**src/rtl/flash_mp_check.sv**
```systemverilog
// Flash memory-protection checker.
// Snapshots a request together with the region configuration, scans one region per cycle
// (lowest index wins) and returns the permission verdict over a valid/ready response.
module flash_mp_check #(
  parameter int unsigned MpRegions = 8  // configurable regions; index MpRegions is the default
) (
  input  logic                             clk_i,
  input  logic                             rst_ni,
  input  logic                             req_valid_i,
  output logic                             req_ready_o,
  input  logic [8:0]                       req_page_i,
  input  logic [1:0]                       req_op_i,
  input  logic [(MpRegions+1)*19-1:0]      region_cfgs_i,
  input  logic [MpRegions:0]               region_en_i,
  input  logic [MpRegions:0]               rd_en_i,
  input  logic [MpRegions:0]               prog_en_i,
  input  logic [MpRegions:0]               erase_en_i,
  output logic                             rsp_valid_o,
  input  logic                             rsp_ready_i,
  output logic                             rsp_allow_o,
  output logic                             rsp_err_o,
  output logic [3:0]                       rsp_region_o
);

  localparam int unsigned NumRegions = MpRegions + 1;
  localparam int unsigned CfgW       = 19;
  localparam logic [3:0]  LastIdx    = 4'(MpRegions - 1);
  localparam logic [3:0]  DefIdx     = 4'(MpRegions);

  typedef enum logic [1:0] {StIdle, StScan, StResp} state_e;

  state_e                      r_state;
  logic [3:0]                  r_idx;
  logic [8:0]                  r_page;
  logic [1:0]                  r_op;
  logic [MpRegions*CfgW-1:0]   r_cfgs;       // default region has no address range
  logic [MpRegions-1:0]        r_region_en;  // default region enable is ignored
  logic [MpRegions:0]          r_rd_en;
  logic [MpRegions:0]          r_prog_en;
  logic [MpRegions:0]          r_erase_en;
  logic                        r_req_ready;
  logic                        r_rsp_valid;
  logic                        r_rsp_allow;
  logic                        r_rsp_err;
  logic [3:0]                  r_rsp_region;

  logic [CfgW-1:0]             w_cfg;
  logic                        w_en;
  logic [8:0]                  w_base;
  logic [9:0]                  w_size;
  logic [10:0]                 w_limit;
  logic                        w_hit;
  logic [3:0]                  w_sel;
  logic                        w_rd;
  logic                        w_prog;
  logic                        w_erase;
  logic                        w_allow;
  logic                        w_err;
  logic                        w_unused;

  // The default region's enable and address range never influence the result.
  assign w_unused = ^{region_en_i[MpRegions], region_cfgs_i[NumRegions*CfgW-1 -: CfgW]};

  // Evaluate the region under the scan index and decode the permission of the selected region.
  always_comb begin
    w_cfg = '0;
    w_en  = 1'b0;
    for (int unsigned i = 0; i < MpRegions; i++) begin
      if (r_idx == 4'(i)) begin
        w_cfg = r_cfgs[i*CfgW +: CfgW];
        w_en  = r_region_en[i];
      end
    end
    w_base  = w_cfg[18:10];
    w_size  = w_cfg[9:0];
    // 11-bit limit so ranges running past the top page never wrap back to page 0.
    w_limit = {2'b00, w_base} + {1'b0, w_size};
    w_hit   = w_en && (w_size != '0) && (r_page >= w_base) && ({2'b00, r_page} < w_limit);
    w_sel   = w_hit ? r_idx : DefIdx;

    w_rd    = 1'b0;
    w_prog  = 1'b0;
    w_erase = 1'b0;
    for (int unsigned i = 0; i < NumRegions; i++) begin
      if (w_sel == 4'(i)) begin
        w_rd    = r_rd_en[i];
        w_prog  = r_prog_en[i];
        w_erase = r_erase_en[i];
      end
    end

    w_allow = 1'b0;
    w_err   = 1'b0;
    case (r_op)
      2'b00:   w_allow = w_rd;
      2'b01:   w_allow = w_prog;
      2'b10:   w_allow = w_erase;
      default: w_err   = 1'b1;
    endcase
  end

  // Request/scan/response sequencing with registered handshake and result outputs.
  always_ff @(posedge clk_i or negedge rst_ni) begin
    if (!rst_ni) begin
      r_state      <= StIdle;
      r_idx        <= '0;
      r_page       <= '0;
      r_op         <= '0;
      r_cfgs       <= '0;
      r_region_en  <= '0;
      r_rd_en      <= '0;
      r_prog_en    <= '0;
      r_erase_en   <= '0;
      r_req_ready  <= 1'b1;
      r_rsp_valid  <= 1'b0;
      r_rsp_allow  <= 1'b0;
      r_rsp_err    <= 1'b0;
      r_rsp_region <= '0;
    end else begin
      unique case (r_state)
        StIdle: begin
          if (req_valid_i) begin
            r_page      <= req_page_i;
            r_op        <= req_op_i;
            r_cfgs      <= region_cfgs_i[MpRegions*CfgW-1:0];
            r_region_en <= region_en_i[MpRegions-1:0];
            r_rd_en     <= rd_en_i;
            r_prog_en   <= prog_en_i;
            r_erase_en  <= erase_en_i;
            r_idx       <= '0;
            r_req_ready <= 1'b0;
            r_state     <= StScan;
          end
        end
        StScan: begin
          if (w_hit || (r_idx == LastIdx)) begin
            r_rsp_valid  <= 1'b1;
            r_rsp_allow  <= w_allow;
            r_rsp_err    <= w_err;
            r_rsp_region <= w_sel;
            r_state      <= StResp;
          end else begin
            r_idx <= r_idx + 4'd1;
          end
        end
        StResp: begin
          if (rsp_ready_i) begin
            r_rsp_valid  <= 1'b0;
            r_rsp_allow  <= 1'b0;
            r_rsp_err    <= 1'b0;
            r_rsp_region <= '0;
            r_idx        <= '0;
            r_req_ready  <= 1'b1;
            r_state      <= StIdle;
          end
        end
        default: begin
          r_state     <= StIdle;
          r_req_ready <= 1'b1;
        end
      endcase
    end
  end

  assign req_ready_o  = r_req_ready;
  assign rsp_valid_o  = r_rsp_valid;
  assign rsp_allow_o  = r_rsp_allow;
  assign rsp_err_o    = r_rsp_err;
  assign rsp_region_o = r_rsp_region;

endmodule

```
**config.mk**
```make
export PLATFORM = sky130hd
export DESIGN_NAME = flash_mp_check
export DESIGN_NICKNAME = d
export VERILOG_FILES = /design/src/rtl/flash_mp_check.sv
export SDC_FILE = /design/constraint.sdc
export NUM_CORES = 1
export LEC_CHECK = 0
export ABC_AREA = 1
export ABC_CLOCK_PERIOD_IN_PS = 9310
export BUFFER_PORTS_ARGS = -buffer_cell sky130_fd_sc_hd__buf_2
export CAP_MARGIN = 20
export CORE_MARGIN = 2
export CORE_UTILIZATION = 30
export DETAILED_ROUTE_END_ITERATION = 10
export GPL_ROUTABILITY_DRIVEN = 0
export SETUP_SLACK_MARGIN = 0.15
export SYNTH_ARGS = -nofsm -noshare
export SYNTH_HDL_FRONTEND = slang
export SYNTH_SLANG_ARGS = --single-unit
```
**constraint.sdc**
```tcl
create_clock -name clk_i -period 9.31 [get_ports clk_i]
set_input_delay 0.4655 -clock clk_i [delete_from_list [all_inputs] [get_ports clk_i]]
set_output_delay 0.4655 -clock clk_i [all_outputs]
set_load 0.01 [all_outputs]
```
==> results of run 1 <==
==> per-layer routing <==
metal / track usage, % / vias to the layer above
met4: 3.99 / 0
met2: 29.2 / 232
li1: - / 4983
met3: 2.52 / 42
met1: 24.6 / 4596
met5: 0 / -
==> tightest hold or removal path, delay by kind of cell <==
| kind | cells | cell delay (ns) |
|---|---|---|
| AND/OR/NAND/NOR | 2 | 0.08 |
| buffers and inverters | 1 | 0.07 |
==> cells in the final DEF, fill, tap and decap left out, types with 2 or more instances in the layout <==
cell / synthesis / layout
clkinv_2: 0 / 5
a31oi_1: 4 / 4
clkbuf_16: 0 / 26
or2_2: 4 / 4
buf_2: 13 / 208
clkbuf_8: 0 / 6
o2111ai_1: 2 / 2
dfrtp_1: 211 / 211
buf_4: 0 / 8
o21a_1: 5 / 5
ha_1: 30 / 30
nor2_1: 60 / 60
inv_1: 98 / 97
nor3_1: 3 / 3
bufinv_16: 0 / 6
o21ai_0: 72 / 72
nand4_1: 15 / 15
xor2_1: 5 / 5
nand3b_1: 8 / 8
inv_2: 9 / 9
clkbuf_1: 52 / 3
nand3_2: 2 / 2
nand2_2: 2 / 2
a21oi_1: 38 / 38
o211ai_1: 14 / 14
nor2_4: 3 / 3
nand2_1: 720 / 719
nand3_1: 79 / 79
nor2_2: 6 / 6
xnor2_1: 3 / 3
==> stage by stage <==
| stage | hold slack (ns) | instance area (um2) | worst slack [ns] | instances |
|---|---|---|---|---|
| floorplan | 0.170 | 10900 | 3.72 | 1477 |
| global placement | 0.457 | 12400 | 2.49 | 2086 |
| detailed placement | 0.461 | 12400 | 2.37 | 2086 |
| CTS | 0.0858 | 13300 | 2.33 | 2134 |
| global route | 0.0996 | 13300 | 1.60 | 2134 |
| finish | 0.110 | 13300 | 2.28 | 2134 |
==> where the power goes <==
group	internal (mW)	total, mW	switching [mW]	leakage (nW)
Combinational	0.901	2.58	1.68	4.11
Sequential	1.35	1.59	0.237	2.64
Clock	0.724	1.13	0.408	0.478
==> worst max path at each step <==
stage	from	to	slack, ns	cells after the start
after floorplan	r_idx[0]$_DFFE_PN0P_	rsp_allow_o$_DFFE_PN0P_	3.72	41
after global placement	r_idx[0]$_DFFE_PN0P_	rsp_allow_o$_DFFE_PN0P_	2.49	36
after detailed placement	r_idx[0]$_DFFE_PN0P_	rsp_allow_o$_DFFE_PN0P_	2.37	35
after CTS	r_idx[0]$_DFFE_PN0P_	rsp_allow_o$_DFFE_PN0P_	2.33	36
after global routing	r_idx[0]$_DFFE_PN0P_	rsp_allow_o$_DFFE_PN0P_	1.60	36
final	r_idx[0]$_DFFE_PN0P_	rsp_allow_o$_DFFE_PN0P_	2.28	35
==> cell families (layout without fill, tap and decap cells) <==
| group | after synthesis | count (layout) | share of synthesized area (%) |
|---|---|---|---|
| simple gates | 905 | 905 | 33.5 |
| compound gates | 144 | 144 | 7.38 |
| buf+inv | 177 | 373 | 6.32 |
| flops | 212 | 212 | 48.6 |
| fa+ha+maj | 31 | 31 | 3.62 |
| xor+xnor | 8 | 8 | 0.641 |
==> state kept, by name, indices dropped and copies added (netlist names), 2 cells and up <==
| name | count |
|---|---|
| r_cfgs | 152 |
| r_state | 2 |
| r_rd_en | 9 |
| r_idx | 4 |
| r_erase_en | 9 |
| r_op | 2 |
| rsp_region_o | 4 |
| r_prog_en | 9 |
| r_page | 9 |
| r_region_en | 8 |
==> cell type report <==
class	count	area, um2	area share [%]
timing repair buffer	218	1130	8.45
clock buffer	35	744	5.59
multi-input combinational	1088	4940	37.1
sequential	212	5310	39.8
inverter	108	413	3.10
tap	461	577	4.33
clock inverter	12	221	1.66
==> run_results.csv, run 1 <==
group,metric,value,unit
worst_setup_path,r2r-start,"r_idx[0]$_DFFE_PN0P_",
sta,worst_pin_slew,1.09,ns
worst_setup_path,crit_type,"reg2reg",
sta,grt_setup_unrepaired,"no",
synth,synth_edf_count,0,
outcome,outcome,"finished, final reports clean",
worst_hold_path,worstHoldStart,"region_cfgs_i[30]",
worst_setup_path,crit_family,"simple AND/OR/NAND/NOR gates",
grt,grt_first_pass_wirelength,53.3,mm
routing,route.detailed.drc,0,
routing,drt_iter0_markers,617,
worst_setup_path,worstPathArrival,7.44,ns
synth,synth-seq-cells,212,
synth,syn_area,10900,um2
synth,yosys.cell_count.top_type,"nand2_1",
routing,top_layer,"met4",
run,cap_violations,0,
die,initial_core_util,30.6,%
sta,clock_skew,0.0216,ns
routing,vias_per_cell,4.62,
clock_network,clkSlewWorstSetupHoldPaths,0.06,ns
pwr,power.density,398,nW/um2
die,coreArea,35700,um2
worst_setup_path,r2r_end,"rsp_allow_o$_DFFE_PN0P_",
grt,antenna_found_initial,0,
die,die_w,195,um
grt,track_usage,17.7,%
cells_and_area,fin_nets,1907,
synth,ys_types,42,
sta,slew_headroom,27.5,%
synth,synth-async-reset-ratio,100,%
clock_network,cts_hold_buffers,1,
routing,wl_met1,15.9,mm
sta,finalCritPeriodShare,75.5,%
placement,post-dp-hpwl,24.2,mm
synth,yosys.area.top_type_share,48.3,%
synth,yosys.area.top_type,"dfrtp_1",
worst_setup_path,rrSetupSlack,2.28,ns
worst_setup_path,path_buf_inv,2,
sta,hold_viol_final,0,
grt,grt_pass1_vias,9862,
routing,dr_wl_met2,15.7,mm
cells_and_area,num-fill-cells,3832,
sta,setup_violations,0,
die,pin_count,230,
clock_network,cts_resized,0,
worst_hold_path,worst_hold_path.endpoint,"r_cfgs[30]$_DFFE_PN0P_",
cells_and_area,fin_util,37.3,%
die,fp.dieH,195,um
synth,synthTopCellsByArea,"dfrtp_1, nand2_1, nand3_1",
routing,first_pass_iters,5,
sta,final-max-slew-violation-count,0,
routing,detail-route-antenna-nets,0,
worst_setup_path,required,9.72,ns
clock_network,cts_tree,"done",
clock_network,clock_latency,0.54,ns
routing,drt-total-wl,33.8,mm
sta,min_period,7.03,ns
routing,wl_met3,1.43,mm
worst_setup_path,end_kind,"flop",
grt,grt-ovfl-total,0,
clock_network,htreeDepth,1,
worst_setup_path,critical_path.max_stage_delay,0.56,ns
sta,finalSetupTns,0,ns
clock_network,clock_path_buffers,3,
sta,fmax,0.142,GHz
worst_setup_path,worstPathMaxFanout,12,
worst_setup_path,cp-start-kind,"flop",
worst_hold_path,holdPathStages,3,
cells_and_area,area_growth_syn_to_layout,21.9,%
synth,ys_warn_count,0,
synth,ys.flop_type,"dfrtp_1",
synth,synth_commonest_cells,"nand2_1, dfrtp_1, inv_1",
die,dieArea,38000,um2
placement,io_buffers,209,
synth,seq_area_frac_synth,48.6,%
clock_network,cts_buffers,26,
cells_and_area,antenna_cells,0,
pwr,power,5.30,mW
worst_hold_path,hp-class,"in2reg",
cells_and_area,drive_gt1_share,17.6,%
grt,grt_max_degree,134,
routing,wire_per_inst,15.8,um
clock_network,postCtsSetupBuffers,0,
clock_network,cts_root_buffer,"clkbuf_16",
worst_setup_path,slowest_stage,"ha_1",
clock_network,clock-sinks,212,
worst_setup_path,reg2reg_depth,35,
die,num_rows,69,
pwr,max-vdd-ir-drop,154,uV
routing,dr_total_vias,9853,
synth,syn_inst,1477,
pwr,power.leakage,7.23,nW
synth,syn_avg_cell_area,7.40,um2
worst_setup_path,crit_path_frequent_cell,"nand2_1",
synth,synth.net_count,1730,
No activity file was read; power rests on OpenSTA's default activity.
==> run 2: changes to the inputs <==
--- a/config.mk
+++ b/config.mk
@@ -5,8 +5,8 @@
 export SDC_FILE = /design/constraint.sdc
 export NUM_CORES = 1
 export LEC_CHECK = 0
-export ABC_AREA = 1
-export ABC_CLOCK_PERIOD_IN_PS = 9310
+export ABC_AREA = 0
+export ABC_CLOCK_PERIOD_IN_PS = 6000
 export BUFFER_PORTS_ARGS = -buffer_cell sky130_fd_sc_hd__buf_2
 export CAP_MARGIN = 20
 export CORE_MARGIN = 2
==> constraint.sdc (replaced) <==
create_clock -name clk_i -period 6 [get_ports clk_i]
set_input_delay 0.3 -clock clk_i [delete_from_list [all_inputs] [get_ports clk_i]]
set_output_delay 0.3 -clock clk_i [all_outputs]
set_load 0.01 [all_outputs]
==> run_results.csv, run 2 <==
group,metric,value,unit
placement,io_buffers,209,
cells_and_area,drive_gt1_share,38.3,%
worst_hold_path,hp-class,"in2reg",
die,fp.dieH,193,um
die,dieArea,37200,um2
worst_setup_path,cp-start-kind,"flop",
clock_network,cts_buffers,27,
cells_and_area,finish.instance_area,15000,um2
sta,finalCritPeriodShare,91.5,%
clock_network,clock-sinks,212,
worst_setup_path,worstPathMaxFanout,13,
pwr,max-vdd-ir-drop,314,uV
routing,vias_per_cell,5.04,
sta,setup_violations,0,
worst_setup_path,worstPathArrival,5.92,ns
sta,clock_skew,0.0179,ns
clock_network,clkSlewWorstSetupHoldPaths,0.06,ns
synth,synth_edf_count,0,
synth,ys_warn_count,0,
synth,syn_avg_cell_area,11.9,um2
placement,post-place-ws,0.409,ns
worst_setup_path,end_kind,"flop",
cells_and_area,fin_nets,1548,
cells_and_area,largest_reg_flops,152,
clock_network,htreeDepth,1,
sta,grt_setup_unrepaired,"yes",
sta,whs,0.0158,ns
synth,syn_area,10700,um2
routing,dr_total_vias,8953,
routing,route.detailed.drc,0,
cells_and_area,num-fill-cells,3249,
placement,post-dp-hpwl,24.0,mm
sta,final-max-slew-violation-count,0,
routing,first_pass_iters,5,
grt,grt_pass1_vias,9161,
grt,antenna_found_initial,2,
sta,min_period,5.49,ns
sta,slew_headroom,35.4,%
cells_and_area,fin_util,42.6,%
sta,hold_viol_final,0,
die,pin_count,230,
worst_setup_path,crit_type,"reg2reg",
die,initial_core_util,30.3,%
synth,synth-seq-cells,212,
clock_network,clock_latency,0.55,ns
die,coreArea,35300,um2
die,num_rows,69,
clock_network,clock_path_buffers,3,
synth,ys.flop_type,"dfrtp_1",
grt,grt_max_degree,89,
grt,grt-ovfl-total,0,
routing,detail-route-antenna-nets,0,
placement,dpl_cell_area,12300,um2
cells_and_area,regMostFlops,"r_cfgs",
cells_and_area,final_common_cell,"dfrtp_1",
pwr,power.leakage,6.52,nW
synth,synth.net_count,1155,
synth,synthTopCellsByArea,"dfrtp_1, mux2_2, ha_1",
die,die_w,193,um
sta,fmax,0.182,GHz
cells_and_area,final_cell_mix,"dfrtp_1, buf_2, mux2_2, dlygate4sd3_1",
run,cap_violations,0,
cells_and_area,area_growth_syn_to_layout,40.6,%
outcome,outcome,"finished, final reports clean",
grt,grt_first_pass_wirelength,51.7,mm
routing,drt-total-wl,34.3,mm
synth,yosys.area.top_type,"dfrtp_1",
cells_and_area,regArea,5310,um2
cells_and_area,multiInputGateArea,5060,um2
grt,track_usage,18.3,%
clock_network,cts_root_buffer,"clkbuf_16",
routing,wire_per_inst,19.3,um
synth,yosys.area.top_type_share,49.3,%
synth,syn_inst,902,
sta,worst_pin_slew,0.969,ns
synth,synth-async-reset-ratio,100,%
routing,drt_iter0_markers,549,
clock_network,cts_tree,"done",
worst_setup_path,required,6.44,ns
synth,yosys.cell_count.top_type,"dfrtp_1",
synth,synth_commonest_cells,"dfrtp_1, mux2_2, nand2_1, o21ai_0, clkbuf_1",
synth,ys_types,66,
synth,seq_area_frac_synth,49.6,%
sta,finalSetupTns,0,ns
sta,fin_ws,0.511,ns
pwr,power.density,555,nW/um2
## run 2: cell count changes in the layout (fill, tap and decap cells not counted), moves of 12 or more
cell,before,now
a22oi_1,0,29
buf_4,8,33
dlygate4sd3_1,1,179
inv_1,97,29
mux2_2,0,191
nand2_1,719,45
nand3_1,79,17
nand4_1,15,3
nor2_1,60,23
o21ai_0,72,45
## run 2: logic make-up (layout without fill, tap and decap cells)
logic type	Yosys count	after routing	share of synthesized area, %
muxes	198	198	20.8
xor gates and xnor gates	7	7	0.573
adders and majority gates	31	31	3.69
other	0	1	0
buffers and inverters	87	499	3.61
DFF	212	212	49.6
AOI/OAI and AO/OA	212	212	14.2
and+or+nand+nor	155	155	7.56
## run 2: through the flow
step	std cells	total power, mW
4_1_cts	1773	8.35
3_5_place_dp	1547	6.60
6_report	1776	8.36
2_1_floorplan	902	5.41
5_1_grt	1776	8.99
3_3_place_gp	1547	6.52
## run 2: cell type report
type	instances	share of cell area (%)
clock inverter	13	0.906
sequential	212	35.3
multi-input combinational	603	33.6
antenna	1	0.0166
inverter	29	0.723
timing repair buffer	422	20.7
tap	461	3.83
clock buffer	35	4.89
## run 2: path summary, 6_finish.rpt
path / startpoint / slack (ns) / cells past startpoint / endpoint
max reg2reg: r_idx[0]$_DFFE_PN0P_ / 0.51 / 22 / rsp_region_o[1]$_DFFE_PN0P_
min reg2reg: r_cfgs[103]$_DFFE_PN0P_ / 0.50 / 1 / r_cfgs[103]$_DFFE_PN0P_
min: region_cfgs_i[88] / 0.02 / 2 / r_cfgs[88]$_DFFE_PN0P_
max: r_idx[0]$_DFFE_PN0P_ / 0.51 / 22 / rsp_region_o[1]$_DFFE_PN0P_
min in group asynchronous: rst_ni / 0.31 / 2 / r_cfgs[101]$_DFFE_PN0P_
max in group asynchronous: rst_ni / 4.27 / 3 / r_cfgs[109]$_DFFE_PN0P_
## run 2: per-layer routing
layer | vias to the layer above | GRT usage [%] | part of all wire [%]
met3 | 71 | 4.33 | 6.3
met5 | - | 0 | 0.038
li1 | 4163 | - | -
met4 | 2 | 5.78 | 3.1
met1 | 4445 | 24.6 | 45
met2 | 272 | 29.1 | 45
## run 2: report_power, final
| group | internal, mW | switching (mW) |
|---|---|---|
| logic | 1.95 | 2.17 |
| clock network | 0.953 | 0.650 |
| registers | 2.16 | 0.475 |
| total | 5.06 | 3.30 |
## run 2: repair_timing
item	in CTS	in global routing
endpoints found under the hold margin	236	1
endpoints found under the setup margin	0	11
resized for setup	0	7
setup buffers	0	0
hold buffers	178	1
## run 2: worst max-delay path, stage by stage (launching register included)
cell       delay, ns
dfrtp_2         0.47
ha_1            0.28
buf_4           0.22
nor2b_2         0.39
buf_4           0.28
a221oi_1        0.13
a2bb2oi_2       0.21
a21oi_1         0.40
ha_1            0.30
a21oi_1         0.23
o22ai_1         0.18
o21ai_0         0.23
xor2_1          0.19
ha_1            0.28
nand4_1         0.08
o211ai_1        0.09
a21oi_1         0.21
nor2_1          0.08
a221o_1         0.34
a31oi_1         0.17
buf_4           0.23
nand2_2         0.11
a31o_2          0.26
==> run 3: changes to the inputs <==
--- a/config.mk
+++ b/config.mk
@@ -9,10 +9,12 @@
 export ABC_CLOCK_PERIOD_IN_PS = 6000
 export BUFFER_PORTS_ARGS = -buffer_cell sky130_fd_sc_hd__buf_2
 export CAP_MARGIN = 20
+export CORE_ASPECT_RATIO = 2
 export CORE_MARGIN = 2
 export CORE_UTILIZATION = 30
 export DETAILED_ROUTE_END_ITERATION = 10
 export GPL_ROUTABILITY_DRIVEN = 0
+export RECOVER_POWER = 25
 export SETUP_SLACK_MARGIN = 0.15
 export SYNTH_ARGS = -nofsm -noshare
 export SYNTH_HDL_FRONTEND = slang
==> run_results.csv, run 3 (synthesis results as in run 2) <==
group,metric,value,unit
die,dieArea,37300,um2
clock_network,htreeDepth,1,
die,die_w,138,um
cells_and_area,regMostFlops,"r_cfgs",
routing,detail-route-antenna-nets,0,
routing,dr_total_vias,8532,
sta,worst_pin_slew,2.41,ns
worst_setup_path,startpoint,"r_idx[0]$_DFFE_PN0P_",
grt,grt_pass1_vias,8999,
worst_setup_path,rrSetupSlack,0.37,ns
cells_and_area,final_common_cell,"dfrtp_1",
cells_and_area,area_growth_syn_to_layout,30.3,%
clock_network,cts_tree,"done",
worst_setup_path,reg2reg_depth,22,
sta,min_period,5.63,ns
pwr,p_int,4.91,mW
routing,vias_per_cell,5.16,
cells_and_area,final_cell_mix,"dfrtp_1, buf_2, mux2_2, dlygate4sd3_1, nand2_1",
grt,antenna_found_initial,3,
worst_setup_path,slowest_stage,"a221oi_1",
sta,finalCritPeriodShare,93.8,%
die,pin_count,230,
pwr,power.density,593,nW/um2
placement,post-place-ws,0.240,ns
worst_setup_path,crit_type,"reg2reg",
clock_network,cts_buffers,22,
routing,route.detailed.drc,0,
pwr,power,8.27,mW
cells_and_area,num-fill-cells,3377,
cells_and_area,finish.instance_area,13900,um2
worst_setup_path,end_kind,"flop",
clock_network,clock-sinks,212,
die,fp.dieH,271,um
routing,drt_iter0_markers,422,
placement,post-dp-hpwl,25.5,mm
routing,drt-total-wl,34.6,mm
worst_setup_path,critical_path.max_stage_delay,0.53,ns
worst_setup_path,worstPathCellList,"inv_1 > ha_1 > nor2b_1 > buf_4 > buf_4 > a221oi_1 > o22ai_1 > a22o_1 > ha_1 > or3_1 > o21ai_0 > xor2_1 > ha_1 > inv_1 > o211ai_1 > a21oi_2 > nor4_1 > a221o_1 > a31oi_1 > buf_4 > or4_1 > o211ai_2",
worst_setup_path,worstSetupEndpoint,"r_idx[0]$_DFFE_PN0P_",
cells_and_area,fin_nets,1444,
clock_network,clkSlewWorstSetupHoldPaths,0.07,ns
sta,setup_violations,0,
routing,first_pass_iters,4,
pwr,power_switching,3.36,mW
sta,fmax,0.178,GHz
grt,track_usage,18.5,%
placement,dpl_cell_area,12300,um2
worst_setup_path,cp-start-kind,"flop",
cells_and_area,largest_reg_flops,152,
cells_and_area,drive_gt1_share,40.8,%
placement,place_inst,1527,
run,cap_violations,2,
grt,grt_max_degree,180,
clock_network,clock_path_buffers,3,
die,num_rows,97,
cells_and_area,fin_cells,1654,
sta,final-max-slew-violation-count,215,
clock_network,clock_latency,0.52,ns
pwr,power.leakage,6.01,nW
outcome,failed_checks,"max-capacitance violations, max-slew violations",
grt,grt-ovfl-total,0,
sta,hold_viol_final,0,
routing,wire_per_inst,20.9,um
sta,grt_setup_unrepaired,"no",
die,coreArea,35100,um2
pwr,max-vdd-ir-drop,308,uV
worst_setup_path,required,6.44,ns
sta,clock_skew,0.0121,ns
worst_hold_path,hp-class,"in2reg",
grt,grt_first_pass_wirelength,51.8,mm
die,initial_core_util,30.5,%
worst_setup_path,worstPathArrival,6.07,ns
cells_and_area,fin_util,39.8,%
sta,fin_ws,0.374,ns
worst_setup_path,worstPathMaxFanout,15,
placement,io_buffers,209,
worst_setup_path,r2r_end,"r_idx[0]$_DFFE_PN0P_",
clock_network,cts_root_buffer,"clkbuf_16",
pwr,swShare,40.6,%
pwr,p_comb_share,50.7,%
sta,whs,0.0105,ns
sta,slew_headroom,-61.0,%
outcome,outcome,"finished with violations",
pwr,seq_power_share,32.1,%
worst_setup_path,r2r-start,"r_idx[0]$_DFFE_PN0P_",
sta,finalSetupTns,0,ns
pwr,p_clk_share,17.2,%
run 3: layer usage:
metal | wire [um] | vias up | GRT usage, %
met4 | 1840 | 0 | 9.25
met5 | 0 | - | 0
met2 | 18900 | 272 | 34.9
met3 | 1500 | 79 | 1.87
met1 | 12300 | 4242 | 19.7
li1 | - | 3939 | -
run 3: power groups by stage:
stage	Sequential, mW	Combinational, mW	Clock (mW)
finish	2.65	4.20	1.42
global route	2.74	4.58	1.52
CTS	2.65	4.13	1.47
detailed placement	2.67	4.05	0
global placement	2.64	3.96	0
floorplan	2.47	2.94	0
run 3: what timing repair did:
item / CTS / global route
gates resized for setup: 0 / 17
endpoints found under the setup margin: 0 / 13
hold buffers: 85 / 0
buffers inserted: 0 / 0
hold endpoints to repair: 122 / 0
run 3: worst min path at each step:
stage / start / to / cells past startpoint
finish: req_page_i[0] / r_page[0]$_DFFE_PN0P_ / 3
global route: region_cfgs_i[8] / r_cfgs[8]$_DFFE_PN0P_ / 2
CTS: region_cfgs_i[108] / r_cfgs[108]$_DFFE_PN0P_ / 2
detailed placement: rst_ni / r_region_en[1]$_DFFE_PN0P_ / 1
global placement: rst_ni / r_region_en[0]$_DFFE_PN0P_ / 1
floorplan: rst_ni / r_cfgs[0]$_DFFE_PN0P_ / 0
run 3: area by class of cell:
type                       count  area [um2]  area share, %
antenna                        2        5.00         0.0359
clock buffer                  26         607           4.35
clock inverter                14         136          0.978
inverter                      29         109          0.781
multi-input combinational    603        5090           36.5
sequential                   212        5310           38.1
tap                          445         557           3.99
timing repair buffer         323        2130           15.3
run 3: critical path, delay by kind of cell, from the launching register on:
| family | cells | cell delay (ns) |
|---|---|---|
| compound gates | 9 | 2.10 |
| xor+xnor | 1 | 0.14 |
| fa+ha+maj | 3 | 0.83 |
| buf+inv | 5 | 0.71 |
| flops | 1 | 0.41 |
| simple gates | 4 | 1.36 |
